`config.mk`:
```
export PLATFORM = sky130hd
export DESIGN_NAME = cpu_sequencer_flat
export DESIGN_NICKNAME = d
export VERILOG_FILES = /design/src/rtl/cpu_pkg.sv /design/src/rtl/cpu_sequencer_if.sv /design/src/rtl/cpu_decode.sv /design/src/rtl/cpu_sequencer.sv /design/src/flat_wrapper.sv
export SDC_FILE = /design/constraint.sdc
export NUM_CORES = 1
export LEC_CHECK = 0
export CORE_ASPECT_RATIO = 0.7
export CORE_UTILIZATION = 45
export CTS_CLUSTER_SIZE = 25
export DETAILED_ROUTE_END_ITERATION = 6
export DONT_BUFFER_PORTS = 1
export GPL_TIMING_DRIVEN = 0
export PLACE_DENSITY = 0.68
export SKIP_LAST_GASP = 1
export SLEW_MARGIN = 40
export SYNTH_ARGS = -nofsm -noshare
export SYNTH_HDL_FRONTEND = slang
export SYNTH_SLANG_ARGS = --single-unit
```
`constraint.sdc`:
```
create_clock -name clk -period 2.2 [get_ports clk]
set_input_delay 0.33 -clock clk [delete_from_list [all_inputs] [get_ports clk]]
set_output_delay 0.33 -clock clk [all_outputs]
set_load 0.1 [all_outputs]
```
`src/rtl/cpu_pkg.sv`:
```
// Shared definitions for the multi-cycle sequencer of the 8-bit datapath.
// Holds the instruction kind and state encodings, the operand mux select
// codes, the destination codes and the bit positions of every field in the
// 20-bit instruction word.
package cpu_pkg;

    // Field map of the 20-bit instruction word:
    // [19:18] kind, [17:15] alu_op, [14:13] sel_a, [12:11] sel_b,
    // [10:9] dst, [8] mem_addr_sel, [7:0] K
    localparam int FIELD_KIND_LSB  = 18;
    localparam int FIELD_OP_LSB    = 15;
    localparam int FIELD_SEL_A_LSB = 13;
    localparam int FIELD_SEL_B_LSB = 11;
    localparam int FIELD_DST_LSB   = 9;
    localparam int FIELD_MAS_BIT   = 8;
    localparam int FIELD_K_LSB     = 0;

    typedef enum logic [1:0] {
        KIND_ALU  = 2'b00,
        KIND_JMP  = 2'b01,
        KIND_JEQ  = 2'b10,
        KIND_HALT = 2'b11
    } kind_t;

    typedef enum logic [2:0] {
        FETCH  = 3'd0,
        DECODE = 3'd1,
        MEM_RD = 3'd2,
        EXEC   = 3'd3,
        MEM_WR = 3'd4,
        HALT   = 3'd5
    } state_t;

    // Operand mux selects. Code 10 means "zero" on port A and "K" on port B.
    localparam logic [1:0] SEL_A    = 2'b00;
    localparam logic [1:0] SEL_B    = 2'b01;
    localparam logic [1:0] SEL_ZERO = 2'b10;
    localparam logic [1:0] SEL_K    = 2'b10;
    localparam logic [1:0] SEL_MEM  = 2'b11;

    // Destination of the ALU result.
    localparam logic [1:0] DST_NONE = 2'b00;
    localparam logic [1:0] DST_A    = 2'b01;
    localparam logic [1:0] DST_B    = 2'b10;
    localparam logic [1:0] DST_MEM  = 2'b11;

endpackage

```
`src/rtl/cpu_sequencer_if.sv`:
```
// Data-memory request bus between the sequencer and the data memory.
//   mem_req      : request pending (master)
//   mem_we       : 1 = write, 0 = read, meaningful while mem_req = 1 (master)
//   mem_addr_sel : 0 = address is K, 1 = address is register B (master)
//   mem_ack      : memory completes the request this cycle (slave)
// Handshake: once mem_req rises, it and its attributes (mem_we, mem_addr_sel)
// stay stable until the cycle in which mem_ack = 1; that cycle completes the
// transfer. mem_ack while mem_req = 0 carries no meaning and is ignored.
interface cpu_sequencer_if;
    logic mem_req;
    logic mem_we;
    logic mem_addr_sel;
    logic mem_ack;

    modport master (output mem_req, output mem_we, output mem_addr_sel, input mem_ack);
    modport slave  (input mem_req, input mem_we, input mem_addr_sel, output mem_ack);
endinterface

```
`src/rtl/cpu_decode.sv`:
```
// Combinational instruction decoder.
//   instr        : instruction word
//   kind         : ALU / JMP / JEQ / HALT
//   alu_op, sel_a, sel_b, dst, mem_addr_sel, k : raw fields
//   needs_mem_rd : ALU instruction with a memory operand on either port
//   needs_mem_wr : ALU instruction whose result goes to memory
module cpu_decode
    import cpu_pkg::*;
#(
    parameter int INSTR_W = 20
) (
    input  logic [INSTR_W-1:0] instr,
    output kind_t              kind,
    output logic [2:0]         alu_op,
    output logic [1:0]         sel_a,
    output logic [1:0]         sel_b,
    output logic [1:0]         dst,
    output logic               mem_addr_sel,
    output logic [7:0]         k,
    output logic               needs_mem_rd,
    output logic               needs_mem_wr
);

    assign kind         = kind_t'(instr[FIELD_KIND_LSB +: 2]);
    assign alu_op       = instr[FIELD_OP_LSB +: 3];
    assign sel_a        = instr[FIELD_SEL_A_LSB +: 2];
    assign sel_b        = instr[FIELD_SEL_B_LSB +: 2];
    assign dst          = instr[FIELD_DST_LSB +: 2];
    assign mem_addr_sel = instr[FIELD_MAS_BIT];
    assign k            = instr[FIELD_K_LSB +: 8];

    assign needs_mem_rd = (kind == KIND_ALU) && ((sel_a == SEL_MEM) || (sel_b == SEL_MEM));
    assign needs_mem_wr = (kind == KIND_ALU) && (dst == DST_MEM);

endmodule

```
`src/rtl/cpu_sequencer.sv`:
```
// Multi-cycle control unit for the 8-bit datapath. Fetches from a
// synchronous instruction ROM, decodes, and sequences operand muxes, ALU op,
// register loads and data-memory reads/writes. Owns the PC and zero flag.
//   clk, reset   : clock (rising edge), asynchronous active-high reset
//   im_addr      : instruction ROM address (always the PC)
//   im_data      : instruction word, valid in the cycle after im_addr
//   alu_zero     : datapath ALU result is zero
//   mem          : data-memory request bus (master side)
//   mdr_load     : capture memory read data into the MDR
//   sel_a, sel_b : operand mux selects
//   alu_op, k_out: ALU operation and literal, driven only in EXEC/MEM_WR
//   load_a/load_b: write ALU result into A / B
//   halted       : sequencer sits in HALT
//   state_dbg    : current FSM state
module cpu_sequencer
    import cpu_pkg::*;
#(
    parameter int INSTR_W = 20,
    parameter int PC_W    = 8
) (
    input  logic               clk,
    input  logic               reset,
    output logic [PC_W-1:0]    im_addr,
    input  logic [INSTR_W-1:0] im_data,
    input  logic               alu_zero,
    cpu_sequencer_if.master    mem,
    output logic               mdr_load,
    output logic [1:0]         sel_a,
    output logic [1:0]         sel_b,
    output logic [2:0]         alu_op,
    output logic [7:0]         k_out,
    output logic               load_a,
    output logic               load_b,
    output logic               halted,
    output state_t             state_dbg
);

    state_t             state, state_n;
    logic [PC_W-1:0]    pc, pc_n;
    logic [INSTR_W-1:0] ir, ir_n;
    logic               z_flag, z_n;

    kind_t      d_kind;
    logic [2:0] d_op;
    logic [1:0] d_sel_a, d_sel_b, d_dst;
    logic       d_mas, d_rd, d_wr;
    logic [7:0] d_k;
    logic       req_c, we_c, mas_c;

    // In DECODE the ROM word has not been latched into ir yet, so decode it
    // directly; in every later state the latched ir is the source.
    cpu_decode #(.INSTR_W(INSTR_W)) u_decode (
        .instr        ((state == DECODE) ? im_data : ir),
        .kind         (d_kind),
        .alu_op       (d_op),
        .sel_a        (d_sel_a),
        .sel_b        (d_sel_b),
        .dst          (d_dst),
        .mem_addr_sel (d_mas),
        .k            (d_k),
        .needs_mem_rd (d_rd),
        .needs_mem_wr (d_wr)
    );

    always_ff @(posedge clk or posedge reset) begin
        if (reset) begin
            state  <= FETCH;
            pc     <= '0;
            ir     <= '0;
            z_flag <= 1'b0;
        end else begin
            state  <= state_n;
            pc     <= pc_n;
            ir     <= ir_n;
            z_flag <= z_n;
        end
    end

    always_comb begin
        state_n  = state;
        pc_n     = pc;
        ir_n     = ir;
        z_n      = z_flag;
        req_c    = 1'b0;
        we_c     = 1'b0;
        mas_c    = 1'b0;
        mdr_load = 1'b0;
        sel_a    = 2'b00;
        sel_b    = 2'b00;
        alu_op   = 3'b000;
        k_out    = 8'h00;
        load_a   = 1'b0;
        load_b   = 1'b0;
        halted   = 1'b0;
        case (state)
            FETCH: state_n = DECODE;
            DECODE: begin
                ir_n = im_data;
                case (d_kind)
                    KIND_HALT: state_n = HALT;
                    KIND_JMP: begin
                        pc_n    = PC_W'(d_k);
                        state_n = FETCH;
                    end
                    KIND_JEQ: begin
                        pc_n    = z_flag ? PC_W'(d_k) : pc + PC_W'(1);
                        state_n = FETCH;
                    end
                    default: state_n = d_rd ? MEM_RD : EXEC;
                endcase
            end
            MEM_RD: begin
                req_c = 1'b1;
                mas_c = d_mas;
                if (mem.mem_ack) begin
                    mdr_load = 1'b1;
                    state_n  = EXEC;
                end
            end
            EXEC: begin
                sel_a  = d_sel_a;
                sel_b  = d_sel_b;
                alu_op = d_op;
                k_out  = d_k;
                load_a = (d_dst == DST_A);
                load_b = (d_dst == DST_B);
                if (d_dst != DST_NONE) z_n = alu_zero;
                if (d_wr) begin
                    state_n = MEM_WR;
                end else begin
                    pc_n    = pc + PC_W'(1);
                    state_n = FETCH;
                end
            end
            MEM_WR: begin
                // Operand selects stay driven so the write data is stable.
                req_c  = 1'b1;
                we_c   = 1'b1;
                mas_c  = d_mas;
                sel_a  = d_sel_a;
                sel_b  = d_sel_b;
                alu_op = d_op;
                k_out  = d_k;
                if (mem.mem_ack) begin
                    z_n     = alu_zero;
                    pc_n    = pc + PC_W'(1);
                    state_n = FETCH;
                end
            end
            HALT: halted = 1'b1;
            default: state_n = FETCH;
        endcase
    end

    assign mem.mem_req      = req_c;
    assign mem.mem_we       = we_c;
    assign mem.mem_addr_sel = mas_c;
    assign im_addr          = pc;
    assign state_dbg        = state;

endmodule

```
`src/flat_wrapper.sv`:
```
// flat-port wrapper written by rule: the top's interface ports become plain ports
module cpu_sequencer_flat import cpu_pkg::*;
#(
    parameter int INSTR_W = 20,
    parameter int PC_W    = 8
)
  (clk, reset, im_addr, im_data, alu_zero, mdr_load, sel_a, sel_b, alu_op, k_out, load_a, load_b, halted, state_dbg, mem_mem_req, mem_mem_we, mem_mem_addr_sel, mem_mem_ack);
  cpu_sequencer_if mem_i ();
  input  logic clk;
  input  logic reset;
  output logic [PC_W-1:0] im_addr;
  input  logic [INSTR_W-1:0] im_data;
  input  logic alu_zero;
  output logic mdr_load;
  output logic [1:0] sel_a;
  output logic [1:0] sel_b;
  output logic [2:0] alu_op;
  output logic [7:0] k_out;
  output logic load_a;
  output logic load_b;
  output logic halted;
  output state_t state_dbg;
  output wire logic [$bits(mem_i.mem_req)-1:0] mem_mem_req;
  output wire logic [$bits(mem_i.mem_we)-1:0] mem_mem_we;
  output wire logic [$bits(mem_i.mem_addr_sel)-1:0] mem_mem_addr_sel;
  input wire logic [$bits(mem_i.mem_ack)-1:0] mem_mem_ack;
  assign mem_mem_req = mem_i.mem_req;
  assign mem_mem_we = mem_i.mem_we;
  assign mem_mem_addr_sel = mem_i.mem_addr_sel;
  assign mem_i.mem_ack = mem_mem_ack;
  cpu_sequencer #(.INSTR_W(INSTR_W), .PC_W(PC_W)) u_core (.clk(clk), .reset(reset), .im_addr(im_addr), .im_data(im_data), .alu_zero(alu_zero), .mem(mem_i), .mdr_load(mdr_load), .sel_a(sel_a), .sel_b(sel_b), .alu_op(alu_op), .k_out(k_out), .load_a(load_a), .load_b(load_b), .halted(halted), .state_dbg(state_dbg));
endmodule
```
==> results.sh, run 1 <==
export IMPL_stdcell_count=246
export IMPL_gp_congestion=0.891
export IMPL_clock_path_buffers=2
export IMPL_worstSetupPathType="reg -> out"
export IMPL_grt_overflow=0
export IMPL_drcViolationCount=0
export IMPL_rows=18
export IMPL_initial_utilization_pct=48.6
export IMPL_die_width_um=76.8
export IMPL_slew_viol_final=0
export IMPL_routed_wirelength_um=4710
export IMPL_r2r_slack_ns=-0.12
export IMPL_drv_cap=0
export IMPL_cpMaxStageDelayCell="dfrtp_4"
export IMPL_final_antenna_net_count=0
export IMPL_ys_ff_latch=32
export IMPL_grt_max_degree=33
export IMPL_crit_start="u_core.state_dbg[1]$_DFFE_PP0P_"
export IMPL_fin_crit_ns=2.52
export IMPL_vias=1433
export IMPL_yosys_most_used_dff="dfrtp_1"
export IMPL_clk_pin_slew_worst_paths_ns=0.07
export IMPL_grt_pass1_vias=1400
export IMPL_max_stage_delay_ns=0.64
export IMPL_drt_iter0_markers=80
export IMPL_worst_pin_slew_ns=0.670
export IMPL_period_share_pct=115
export IMPL_ioPinCount=57
export IMPL_grt_first_pass_wirelength_um=6850
export IMPL_synth_area_um2=1760
export IMPL_fmax_ghz=0.396
export IMPL_fillerInstances=237
export IMPL_postSynthAreaPerCell_um2=10.7
export IMPL_cp_end_kind="output pin"
export IMPL_rsz0062_at_grt="true"
export IMPL_grt_antenna_before_repair=0
export IMPL_cts_htree_levels=2
export IMPL_path_buf_inv=1
export IMPL_status="finished with violations"
export IMPL_io_buffers=0
export IMPL_reg2reg_from="u_core.state_dbg[0]$_DFFE_PP0P_"
export IMPL_failed_checks="negative setup slack"
export IMPL_path_delay_family="simple AND/OR/NAND/NOR gates"
export IMPL_async_reset_ff_share_pct=100
export IMPL_cts_tree="built"
export IMPL_reg2reg_depth=9
export IMPL_yosysTopAreaCell="dfrtp_1"
export IMPL_diodes=0
export IMPL_grt_total_usage_pct=22.1
export IMPL_yosysSeqAreaShare_pct=45.5
export IMPL_post_place_cells=216
export IMPL_dieArea_um2=4170
export IMPL_syn2layout_area_growth_pct=43.3
export IMPL_hold_viol_final=0
export IMPL_cts_root_buf="clkbuf_8"
export IMPL_required_ns=1.87
export IMPL_cp_arrival_ns=2.19
export IMPL_cp_start_kind="register"
export IMPL_finalWorstSetupSlack_ns=-0.323
export IMPL_vias_per_cell=5.83
export IMPL_final_cell_mix="dfrtp_1 (21), mux2_2 (18), nor2b_4 (16)"
export IMPL_cp_max_fo=4
export IMPL_synth_top_cell_area_share_pct=45.5
export IMPL_clk_latency_ns=0.28
export IMPL_setup_violations_final=24
export IMPL_reg2reg_to="u_core.im_addr[0]$_DFFE_PP0P_"
export IMPL_chipHeight_um=54.3
export IMPL_ys_top_cells_by_area="dfrtp_1 (45%), mux2_2 (13%), nor2b_1 (5.7%), mux2i_1 (4.0%), nor2_1 (2.3%)"
export IMPL_layout_drive_gt1_share_pct=58.2
export IMPL_slew_headroom_pct=55.3
export IMPL_hold_path_class="in -> async"
export IMPL_synth_enable_flop_cells=0
export IMPL_fin_skew_ns=0.00426
export IMPL_dpl_hpwl_um=3030
export IMPL_layout_commonest_cell="dfrtp_1"
export IMPL_synthDistinctLibCells=37
export IMPL_wl_per_cell_um=19.2
export IMPL_syn_instance_count=164
export IMPL_drtPass1Iterations=4
export IMPL_clock_sinks=32
export IMPL_yosys_warnings=0
export IMPL_core_area_um2=3630
export IMPL_cts_inserted_buffers=5
export IMPL_layout_nets=220
export IMPL_syn_nets=189
export IMPL_crit_chain="buf_8 -> xnor2_4 -> nor2_4 -> and2_4"
-- timing repair --
action                                  4_1_cts  5_1_grt
pin swaps                                     8       12
endpoints found under the setup margin       34       37
hold buffers                                  0        0
hold endpoints to repair                      0        0
buffers inserted                             13       10
gates resized for setup                      20       29
gates cloned                                  1        1
-- cell type report --
cell class                      instances  area [µm²]  share of cell area (%)
Sequential cell                        32         822                    32.6
Timing Repair Buffer                   25         265                    10.5
Multi-Input combinational cell        115        1130                    44.9
Inverter                                8        35.0                    1.39
Tap cell                               50        62.6                    2.48
Buffer                                  8         115                    4.56
Clock buffer                            8        90.1                    3.57
-- Yosys cell counts (2+ instances only) --
master and instances:
o21ai_0 3, nor3b_4 2, nand3_1 3, a221o_1 3, mux2_2 21, and2_1 3
a21oi_1 8, buf_2 4, nor2b_1 16, o22ai_1 2, a21o_1 2, nor3b_1 2
nor2_1 11, buf_6 3, nand2_1 10, nand4_1 2, nor3_1 2, dfrtp_1 32
mux2i_1 7, inv_1 8, a2bb2oi_1 4
-- routing by layer --
layer,global-route usage [%],part of all wire [%]
met2,35.6,48
met3,8.67,8.5
met4,9.29,0.62
met1,27.0,43
met5,0,0
-- registers in the layout, summed over array words and instances, names as in the netlist --
signal and flops:
u_core.ir 20, u_core.im_addr 8, u_core.state_dbg 3, u_core.z_flag 1
-- stage by stage --
step	utilization (%)	area, µm²	hold slack [ns]	TNS (ns)	worst slack, ns
6_report	69.6	2520	0.0236	-5.21	-0.323
5_1_grt	69.6	2520	0.0792	-6.75	-0.364
4_1_cts	64.6	2340	0.0536	-6.11	-0.349
3_5_place_dp	56.9	2060	0.349	-4.28	-0.399
3_3_place_gp	55.6	2020	0.481	-20.52	-0.997
2_1_floorplan	-	1950	0.446	-16.06	-0.861
-- how the worst max path moves through the flow --
stage | endpoint | cells after the start
after detailed placement | mem_mem_addr_sel | 5
after floorplan | alu_op[0] | 5
after global placement | k_out[2] | 5
after CTS | mem_mem_addr_sel | 4
after global routing | mem_mem_addr_sel | 4
final | mem_mem_addr_sel | 4
-- kinds of logic (layout without fill, tap and decap cells) --
group | Yosys count | in the layout | share of synthesized area, %
mux | 28 | 28 | 17.4
simple gates | 56 | 56 | 18.6
buf+inv | 17 | 49 | 5.40
flops | 32 | 32 | 45.5
fa+ha+maj | 1 | 1 | 0.711
compound gates | 28 | 28 | 11.4
xor+xnor | 2 | 2 | 0.995
Power of run 1 is not shown: default switching activity piles up to over one toggle a cycle in this logic, so the estimate is an artifact.
==> inputs of run 2 (changes only) <==
==> constraint.sdc (replaced) <==
create_clock -name clk -period 2.2 [get_ports clk]
set_input_delay 0.22 -clock clk [delete_from_list [all_inputs] [get_ports clk]]
set_output_delay 0.22 -clock clk [all_outputs]
set_load 0.1 [all_outputs]
==> run 2 against run 1 <==
The run still ends with negative setup slack left; wire length decreased by 3.2%; largest cell class unchanged; critical endpoint unchanged; die area unchanged; clock skew about the same.
==> results.sh, run 2 (synthesis results as in run 1) <==
export IMPL_status="finished with violations"
export IMPL_max_stage_delay_ns=0.62
export IMPL_grt_max_degree=33
export IMPL_clock_sinks=32
export IMPL_syn2layout_area_growth_pct=39.9
export IMPL_fin_skew_ns=0.00428
export IMPL_diodes=0
export IMPL_slew_viol_final=0
export IMPL_cts_root_buf="clkbuf_8"
export IMPL_cts_tree="built"
export IMPL_rsz0062_at_grt="true"
export IMPL_period_share_pct=110
export IMPL_final_antenna_net_count=0
export IMPL_ioPinCount=57
export IMPL_crit_chain="buf_6 -> xnor2_4 -> nor2_4 -> and2_4"
export IMPL_cp_start_kind="register"
export IMPL_dieArea_um2=4170
export IMPL_gp_congestion=0.864
export IMPL_vias=1362
export IMPL_cp_max_fo=6
export IMPL_wl_per_cell_um=19.1
export IMPL_reg2reg_from="u_core.state_dbg[1]$_DFFE_PP0P_"
export IMPL_largest_register="u_core.ir"
export IMPL_clock_path_buffers=2
export IMPL_grt_overflow=0
export IMPL_drtPass1Iterations=4
export IMPL_regArea_um2=822
export IMPL_clk_latency_ns=0.28
export IMPL_reg2reg_depth=9
export IMPL_hold_viol_final=0
export IMPL_worstSetupPathType="reg -> out"
export IMPL_dpl_hpwl_um=3000
export IMPL_setup_violations_final=25
export IMPL_die_width_um=76.8
export IMPL_layout_commonest_cell="dfrtp_1"
export IMPL_min_path_cells=1
export IMPL_multi_input_area_um2=1130
export IMPL_post_dp_cell_area_um2=2060
export IMPL_drcViolationCount=0
export IMPL_grt_pass1_vias=1330
export IMPL_failed_checks="negative setup slack"
export IMPL_reg2reg_to="u_core.im_addr[7]$_DFFE_PP0P_"
export IMPL_final_util_pct=67.9
export IMPL_grt_total_usage_pct=22.1
export IMPL_hold_start="alu_zero"
export IMPL_drt_iter0_markers=61
export IMPL_fin_crit_ns=2.42
export IMPL_slew_headroom_pct=55.7
export IMPL_layout_nets=214
export IMPL_cts_htree_levels=2
export IMPL_cp_end_kind="output pin"
export IMPL_hold_ws_ns=0.0830
export IMPL_finalWorstSetupSlack_ns=-0.219
export IMPL_chipHeight_um=54.3
export IMPL_drv_cap=0
export IMPL_vias_per_cell=5.70
export IMPL_cts_inserted_buffers=5
export IMPL_grt_antenna_before_repair=0
export IMPL_clk_pin_slew_worst_paths_ns=0.06
export IMPL_initial_utilization_pct=48.6
export IMPL_min_to="u_core.z_flag$_DFFE_PP0P_"
export IMPL_cp_arrival_ns=2.20
export IMPL_worst_pin_slew_ns=0.663
export IMPL_fin_area_um2=2460
export IMPL_required_ns=1.98
export IMPL_layout_drive_gt1_share_pct=55.0
export IMPL_grt_first_pass_wirelength_um=6820
export IMPL_routed_wirelength_um=4560
export IMPL_cpMaxStageDelayCell="dfrtp_4"
export IMPL_largest_register_ffs=20
export IMPL_final_cell_mix="dfrtp_1 (21), mux2_2 (20), nor2b_4 (15)"
export IMPL_hold_path_class="in -> reg"
export IMPL_fin_tns_setup_ns=-3.43
export IMPL_io_buffers=0
export IMPL_core_area_um2=3630
export IMPL_fillerInstances=263
export IMPL_r2r_slack_ns=-0.12
export IMPL_rows=18
export IMPL_fmax_ghz=0.413
## run 2: cell count changes in the layout (fill, tap and decap cells not counted), moves of 2 or more
cell,previous run,this run
inv_4,2,0
a21oi_2,4,2
mux2_4,3,1
mux2_2,18,20
buf_6,14,7
mux2i_1,6,4
buf_4,11,9
buf_12,0,2
inv_1,5,7
## run 2: worst max-delay path by stage
stage | slack [ns] | to | from | cells after the start
finish | -0.22 | mem_mem_addr_sel | u_core.state_dbg[2]$_DFFE_PP0P_ | 4
CTS | -0.26 | mem_mem_addr_sel | u_core.state_dbg[1]$_DFFE_PP0P_ | 4
floorplan | -0.75 | alu_op[0] | u_core.state_dbg[2]$_DFFE_PP0P_ | 5
detailed placement | -0.28 | mem_mem_addr_sel | u_core.state_dbg[1]$_DFFE_PP0P_ | 5
global route | -0.28 | mem_mem_addr_sel | u_core.state_dbg[1]$_DFFE_PP0P_ | 6
global placement | -0.89 | k_out[4] | u_core.state_dbg[2]$_DFFE_PP0P_ | 5
## run 2: metrics by stage
step | instances | setup WS [ns]
finish | 239 | -0.219
floorplan | 164 | -0.751
global placement | 214 | -0.886
detailed placement | 216 | -0.277
global route | 239 | -0.276
CTS | 234 | -0.256
## run 2: critical path: cells and delay by family (launching register included)
family	cells	cell delay [ns]
XOR/XNOR	1	0.14
buffers and inverters	1	0.20
flip-flops	1	0.62
AND/OR/NAND/NOR	2	0.95
## run 2: repair_timing
item                                   in CTS  in global routing
hold buffers                                1                  0
resized for setup                          18                 19
pin swaps                                   7                 12
setup endpoints to repair                  33                 35
endpoints found under the hold margin      32                  0
cloned                                      1                  1
buffers inserted                            9                  6
## run 2: cell type report
type	instances	area share [%]
Inverter	8	1.22
Sequential cell	32	33.4
Tap cell	50	2.54
Clock buffer	6	2.95
Buffer	8	4.52
Multi-Input combinational cell	115	46.1
Timing Repair Buffer	19	9.14
Clock inverter	1	0.203
## run 2: metal layers
layer | share of wire [%] | global-route usage (%)
met5 | 0 | 0
met4 | 2.2 | 9.62
met3 | 8.4 | 7.67
met2 | 47 | 36.0
met1 | 43 | 27.4
Power of run 2 is left out for the same reason.
